<file path="config.mk">
export PLATFORM = sky130hd
export DESIGN_NAME = layer_stream_sequencer
export DESIGN_NICKNAME = d
export VERILOG_FILES = /design/src/rtl/layer_ctrl_pkg.sv /design/src/rtl/layer_stream_sequencer.sv
export SDC_FILE = /design/constraint.sdc
export NUM_CORES = 1
export LEC_CHECK = 0
export BUFFER_PORTS_ARGS = -buffer_cell sky130_fd_sc_hd__buf_4
export CAP_MARGIN = 20
export CELL_PAD_IN_SITES_DETAIL_PLACEMENT = 1
export CELL_PAD_IN_SITES_GLOBAL_PLACEMENT = 2
export CORE_MARGIN = 1.5
export CORE_UTILIZATION = 34
export CTS_CLUSTER_SIZE = 16
export DETAILED_ROUTE_END_ITERATION = 8
export MAX_ROUTING_LAYER = met4
export PLACE_DENSITY_LB_ADDON = 0.1
export SLEW_MARGIN = 20
export SYNTH_ARGS = -nofsm -noshare
export SYNTH_HDL_FRONTEND = slang
export SYNTH_SLANG_ARGS = --single-unit
</file>
<file path="constraint.sdc">
create_clock -name clk -period 9.7 [get_ports clk]
set_clock_uncertainty 0.05 [all_clocks]
set_input_delay 1.94 -clock clk [delete_from_list [all_inputs] [get_ports clk]]
set_output_delay 1.94 -clock clk [all_outputs]
set_load 0.05 [all_outputs]
</file>
<file path="src/rtl/layer_ctrl_pkg.sv">
`default_nettype none
// ============================================================================
// Module   : layer_ctrl_pkg
// Brief    : Shared state encoding and sizing helper for layer_stream_sequencer
// Revision : 1.0 - initial release
// ============================================================================
package layer_ctrl_pkg;

    typedef enum logic [0:0] {
        IDLE = 1'b0,
        SEND = 1'b1
    } state_t;

    // Word-index counter width; never narrower than one bit.
    function automatic int cnt_width(input int n);
        return (n <= 2) ? 1 : $clog2(n);
    endfunction

endpackage : layer_ctrl_pkg
`default_nettype wire

</file>
<file path="src/rtl/layer_stream_sequencer.sv">
`default_nettype none
// ============================================================================
// Module   : layer_stream_sequencer
// Brief    : Captures a parallel layer output frame and replays it as a serial
//            valid/ready word stream with overflow and partial-valid flags.
// Revision : 1.0 - initial release
// ============================================================================
module layer_stream_sequencer
    import layer_ctrl_pkg::*;
#(
    parameter int NN        = 10,
    parameter int dataWidth = 16
) (
    input  logic                    clk,
    input  logic                    rst,
    input  logic [NN-1:0]           layer_valid,
    input  logic [NN*dataWidth-1:0] layer_data,
    input  logic                    out_ready,
    output logic                    x_valid,
    output logic [dataWidth-1:0]    x_in,
    output logic                    busy,
    output logic                    frame_done,
    output logic                    err_overflow,
    output logic                    err_partial
);

    localparam int            CW         = cnt_width(NN);
    localparam logic [CW-1:0] c_last_idx = CW'(NN - 1);

    state_t               r_state;
    logic [CW-1:0]        r_cnt;
    logic [dataWidth-1:0] r_buf [NN];
    logic                 r_x_valid;
    logic [dataWidth-1:0] r_x_in;
    logic                 r_busy;
    logic                 r_frame_done;
    logic                 r_err_overflow;
    logic                 r_err_partial;

    logic [dataWidth-1:0] w_words [NN];
    logic                 w_capture;
    logic                 w_partial;
    logic                 w_xfer;
    logic [CW-1:0]        w_cnt_nxt;

    for (genvar k = 0; k < NN; k++) begin : g_words
        assign w_words[k] = layer_data[k*dataWidth +: dataWidth];
    end

    assign w_capture = &layer_valid;
    assign w_partial = (|layer_valid) && !w_capture;
    assign w_xfer    = r_x_valid && out_ready;
    assign w_cnt_nxt = r_cnt + 1'b1;

    always_ff @(posedge clk) begin
        if (rst) begin
            r_state        <= IDLE;
            r_cnt          <= '0;
            r_x_valid      <= 1'b0;
            r_x_in         <= '0;
            r_busy         <= 1'b0;
            r_frame_done   <= 1'b0;
            r_err_overflow <= 1'b0;
            r_err_partial  <= 1'b0;
        end else begin
            r_frame_done <= 1'b0;
            if (w_partial) begin
                r_err_partial <= 1'b1;
            end
            case (r_state)
                IDLE: begin
                    if (w_capture) begin
                        r_buf     <= w_words;
                        r_cnt     <= '0;
                        r_x_in    <= w_words[0];
                        r_x_valid <= 1'b1;
                        r_busy    <= 1'b1;
                        r_state   <= SEND;
                    end
                end
                SEND: begin
                    if (w_xfer && (r_cnt == c_last_idx)) begin
                        r_frame_done <= 1'b1;
                        r_cnt        <= '0;
                        // A capture landing on the final transfer chains the next frame without a bubble.
                        if (w_capture) begin
                            r_buf  <= w_words;
                            r_x_in <= w_words[0];
                        end else begin
                            r_x_valid <= 1'b0;
                            r_busy    <= 1'b0;
                            r_state   <= IDLE;
                        end
                    end else begin
                        if (w_xfer) begin
                            r_cnt  <= w_cnt_nxt;
                            r_x_in <= r_buf[w_cnt_nxt];
                        end
                        if (w_capture) begin
                            r_err_overflow <= 1'b1;
                        end
                    end
                end
                default: r_state <= IDLE;
            endcase
        end
    end

    assign x_valid      = r_x_valid;
    assign x_in         = r_x_in;
    assign busy         = r_busy;
    assign frame_done   = r_frame_done;
    assign err_overflow = r_err_overflow;
    assign err_partial  = r_err_partial;

endmodule : layer_stream_sequencer
`default_nettype wire

</file>
==> results of run 1 <==
## routing by layer
| metal | GRT usage, % | vias to the layer above |
|---|---|---|
| li1 | - | 2038 |
| met1 | 21.5 | 2143 |
| met2 | 25.7 | 135 |
| met3 | 5.61 | 15 |
| met4 | 4.90 | 0 |
| met5 | - | - |
## through the flow
step / cells / hold WS [ps] / setup slack, ps / area, um2
4_1_cts: 876 / 452 / 4470 / 9630
3_3_place_gp: 844 / 407 / 4170 / 9050
5_1_grt: 876 / 463 / 4550 / 9650
6_report: 876 / 450 / 4800 / 9650
2_1_floorplan: 397 / 420 / 2210 / 7390
3_5_place_dp: 844 / 434 / 3980 / 9050
## state kept, by name, indices dropped and copies added (netlist names)
name	cells
r_buf	160
r_state	1
r_cnt	4
err_partial	1
x_in	16
err_overflow	1
busy	1
frame_done	1
## worst max-delay path by stage
stage,endpoint,depth (start not counted)
after detailed placement,r_buf[83],8
after CTS,r_buf[94],8
after global placement,r_buf[46],8
final,r_buf[6],8
after floorplan,r_buf[0],5
after global routing,r_buf[6],8
## synth_stat cells (3+ instances only)
cell type,count,share of area [%]
o21ai_0,5,0.34
buf_2,5,0.34
a22oi_1,11,1.1
a211oi_1,15,1.5
buf_4,7,0.71
mux2i_1,7,0.95
buf_6,6,0.91
nand3_1,4,0.27
edfxtp_1,160,65
o22ai_1,17,1.4
nor2b_1,4,0.34
nor2_1,15,0.76
nor4_1,3,0.25
dfxtp_1,25,6.8
mux4_1,4,1.4
a21oi_1,5,0.34
a221oi_1,11,1.3
mux4_2,28,8.5
nor3_1,4,0.27
mux2_2,12,1.8
clkbuf_1,5,0.25
nand2_1,9,0.46
a2111oi_2,4,0.81
## power breakdown
part | leakage (nW) | switching, mW | total, mW | internal [mW]
Sequential | 1.64 | 0.000538 | 0.863 | 0.863
Clock | 0.279 | 0.325 | 0.689 | 0.365
Combinational | 1.47 | 0.0183 | 0.0631 | 0.0448
Total | 3.39 | 0.343 | 1.62 | 1.27
## final cells by class
type	count	area, um2
multi-input combinational	186	1930
tap	275	344
inverter	2	7.51
sequential	185	5310
clock buffer	17	425
timing repair buffer	196	1480
clock inverter	15	160
fill	2051	11500
## worst register-to-register path, delay by kind of cell (launching register included)
family / cells / cell delay (ps)
AOI/OAI and AO/OA: 1 / 580
adders and majority gates: 1 / 270
buffers and inverters: 3 / 1730
DFF: 1 / 950
and+or+nand+nor: 3 / 500
## kinds of logic after synthesis
logic type               count (synthesis)  share of synthesized area (%)
AO/OA/AOI/OAI                           79                           8.52
AND/OR/NAND/NOR                         52                           3.73
multiplexers                            51                           12.7
flip-flops                             185                           71.8
XOR/XNOR                                 2                          0.491
buffers and inverters                   26                           2.37
adder cells (fa/ha/maj)                  2                          0.339
==> results.toml, run 1 <==
[floorplanning]
row_count = 53
chipWidth_um = 150
num_io_pins = 194
dieArea_mm2 = 0.0226
start_util_pct = 34.9
core_area_mm2 = 0.0212
die_h_um = 150

[pwr]
peakVddDrop_mv = 0.0966
power_density_mw_per_mm2 = 167
power_mw = 1.62
leakagePower_nw = 3.39

[critical_path]
cp_max_fo = 93
crit_arrival_ps = 4910
crit_path_cell_trace = "buf_4 > nand2_1 > o21ai_4 > nand2_1 > buf_4 > nor2_4 > buf_4 > buf_6"
path_class = "in -> reg"
crit_buf_inv = 4
setup.worst_path.start_class = "primary input"
r2r_cells = 8
crit_family = "buffers and inverters"
rrSetupSlack_ps = 5210
worst_path_most_repeated_cell = "buf_4"
critPathLaunch = "out_ready"
rr_endpoint = "r_buf[6]"
critPathRequiredTime_ps = 9710
crit_slowest_cell = "buf_6"
crit_path_end_kind = "register"
slowest_delay_ps = 730
timing.rr.start = "r_cnt[0]"

[sta]
fin_crit_ps = 4900
hold_violations = 0
worst-slew-pin-transition_ps = 1090
slew_viol_final = 0
setup_tns_ps = 0
slew_headroom_pct = 27.6
grt_setup_unrepaired = "no"
max_freq_ghz = 0.204
setup_violations = 0
post-route-period-util_pct = 50.6

[global_route]
grt_pass1_vias = 4807
grt_max_degree = 94
grt_overflow_total = 0
antenna_found_initial = 0
track_usage_pct = 16.9
grt_pass1_wl_um = 26900

[yosys]
async_flop_share_pct = 0
synth-edff-count = 160
syn_area_per_cell_um2 = 18.6
yosysUniqueCellTypes = 47
synthCells = 397
yosysWarnings = 0
synth_ff_type = "edfxtp_1"
syn_nets = 572
synth_seq_cells = 185
seq_area_frac_synth_pct = 71.8
syn_area_mm2 = 0.00739

[clock_network]
post_cts_buffers = 0
clockBufferDepth = 2
cts.clk_slew.worst_paths_ps = 70
cts_buffers = 17
htree_levels = 4
cts_tree = "built"
cts_hold_buf = 0
clock-sinks = 185
root_buffer = "clkbuf_16"
cts-resized-gates = 0
worstSkewPairLatency_ps = 440

[routing]
vias = 4331
final_antenna_net_count = 0
wl_met3_um = 1220
first_pass_iters = 4
wl_um = 17500
top_layer = "met4"
wl_met2_um = 8240
wire_per_inst_um = 20.0
drt_iter0_markers = 201
drc = 0
vias_per_cell = 4.94
wl_met1_um = 7850

[final_layout]
layout_commonest_cell = "buf_4"
layout_common_cells = "buf_4 (195), edfxtp_1 (160), mux4_2 (28)"
drive_gt1_share_pct = 47.6
fin_nets = 763
utilization_pct = 45.6
area_growth_pct = 30.6
antenna_cells = 0

[flow_run]
cap_violations = 0

[hold_path]
whs_path_depth = 2
min_to = "err_partial"
hp-start = "err_partial"
hp-class = "reg -> reg"

[run_status]
outcome = "finished, final reports clean"

[placed_design]
dp_hpwl_um = 12100
port_buffers = 193
place_congestion = 0.715
(Power assumes the default switching activity.)
==> run 2: changes to the inputs <==
CORE_UTILIZATION = 37   (was 34)
clock period = 4.7 ns   (was 9.7 ns; I/O delays follow)
==> run 2 against run 1 <==
Routed wire length increased by 1.2%. Sequential share of layout area is 0.16 points lower. Non-clock buffer count did not move. Die area is 8.0% lower. Register-to-register slack worse by 3800 ps.
==> results.toml, run 2 (synthesis results as in run 1) <==
[critical_path]
crit_path_end_kind = "register"
path_class = "reg -> reg"
critPathRequiredTime_ps = 4990
crit_arrival_ps = 3550
cp_max_fo = 53
setup.worst_path.start_class = "register"

[floorplanning]
die_h_um = 144
dieArea_mm2 = 0.0208
chipWidth_um = 144
start_util_pct = 37.8
core_area_mm2 = 0.0195
row_count = 51
num_io_pins = 194

[run_status]
outcome = "finished, final reports clean"

[final_layout]
fin_nets = 763
final_cell_area_mm2 = 0.00968
layout_commonest_cell = "buf_4"
multi_input_area_mm2 = 0.00193
regArea_mm2 = 0.00531
num-fill-cells = 1931
top_register = "r_buf"
largest_register_ffs = 160
drive_gt1_share_pct = 47.7
layout_common_cells = "buf_4 (194), edfxtp_1 (160), mux4_2 (28)"
area_growth_pct = 31.0
final-instance-count-excl-fill = 865
antenna_cells = 0

[global_route]
track_usage_pct = 18.3
grt_pass1_wl_um = 26600
antenna_found_initial = 0
grt_pass1_vias = 4743
grt_overflow_total = 0
grt_max_degree = 101

[placed_design]
dp.cells = 834
dp_hpwl_um = 12300
placed_cell_area_mm2 = 0.00906
place_congestion = 0.710
port_buffers = 193

[routing]
vias = 4365
wl_um = 17700
drc = 0
final_antenna_net_count = 0
vias_per_cell = 5.05
first_pass_iters = 4
wire_per_inst_um = 20.5
drt_iter0_markers = 212

[pwr]
peakVddDrop_mv = 0.235
power_mw = 3.39
leakagePower_nw = 3.42
power_density_mw_per_mm2 = 350

[sta]
slew_viol_final = 0
post-route-period-util_pct = 69.5
setup_violations = 0
worst-slew-pin-transition_ps = 991
slew_headroom_pct = 33.9
setup_tns_ps = 0
hold_violations = 0
grt_setup_unrepaired = "no"
fin_crit_ps = 3270
max_freq_ghz = 0.306

[clock_network]
cts_hold_buf = 0
cts.clk_slew.worst_paths_ps = 70
cts-resized-gates = 0
worstSkewPairLatency_ps = 430
root_buffer = "clkbuf_16"
clockBufferDepth = 2
cts_tree = "built"
post_cts_buffers = 0
clock-sinks = 185
htree_levels = 4
cts_buffers = 17

[hold_path]
hp-class = "reg -> reg"

[flow_run]
cap_violations = 0
[run 2: path summary, 6_finish.rpt]
check | start | endpoint | slack, ps | depth (start not counted)
setup / recovery | r_cnt[0] | x_in[8] | 1430 | 7
hold / removal | err_partial | err_partial | 420 | 2
setup reg to reg | r_cnt[0] | x_in[8] | 1430 | 7
hold reg to reg | err_partial | err_partial | 420 | 2
[run 2: routing by layer]
layer / up-vias / global-route usage [%] / wire [um]
met4: 0 / 6.22 / 205
met3: 14 / 4.60 / 1070
met2: 139 / 28.3 / 8700
met1: 2176 / 23.7 / 7740
met5: - / - / 0
li1: 2036 / - / -
[run 2: through the flow]
step	worst slack, ps	util (%)	hold WS (ps)
floorplan	8.79	-	420
global placement	1140	46.4	402
detailed placement	1070	46.4	415
CTS	1370	49.5	431
global route	1100	49.6	460
finish	1430	49.6	423
[run 2: power by group]
part	internal [mW]	switching (mW)
registers	1.78	0.000761
clock network	0.807	0.669
logic	0.0925	0.0383
total	2.68	0.708
[run 2: area by class of cell]
| cell class | instances | area share (%) |
|---|---|---|
| tap | 265 | 3.43 |
| clock buffer | 17 | 4.40 |
| timing repair buffer | 196 | 15.5 |
| sequential | 185 | 54.9 |
| inverter | 2 | 0.0776 |
| clock inverter | 14 | 1.85 |
| multi-input combinational | 186 | 19.9 |
[run 2: worst max-delay path, cell delays in order (launching register included)]
cell	delay (ps)
dfxtp_4	360
buf_4	700
ha_1	490
nand2_2	130
o21ba_2	240
o22ai_1	730
a221oi_1	200
a211oi_1	260
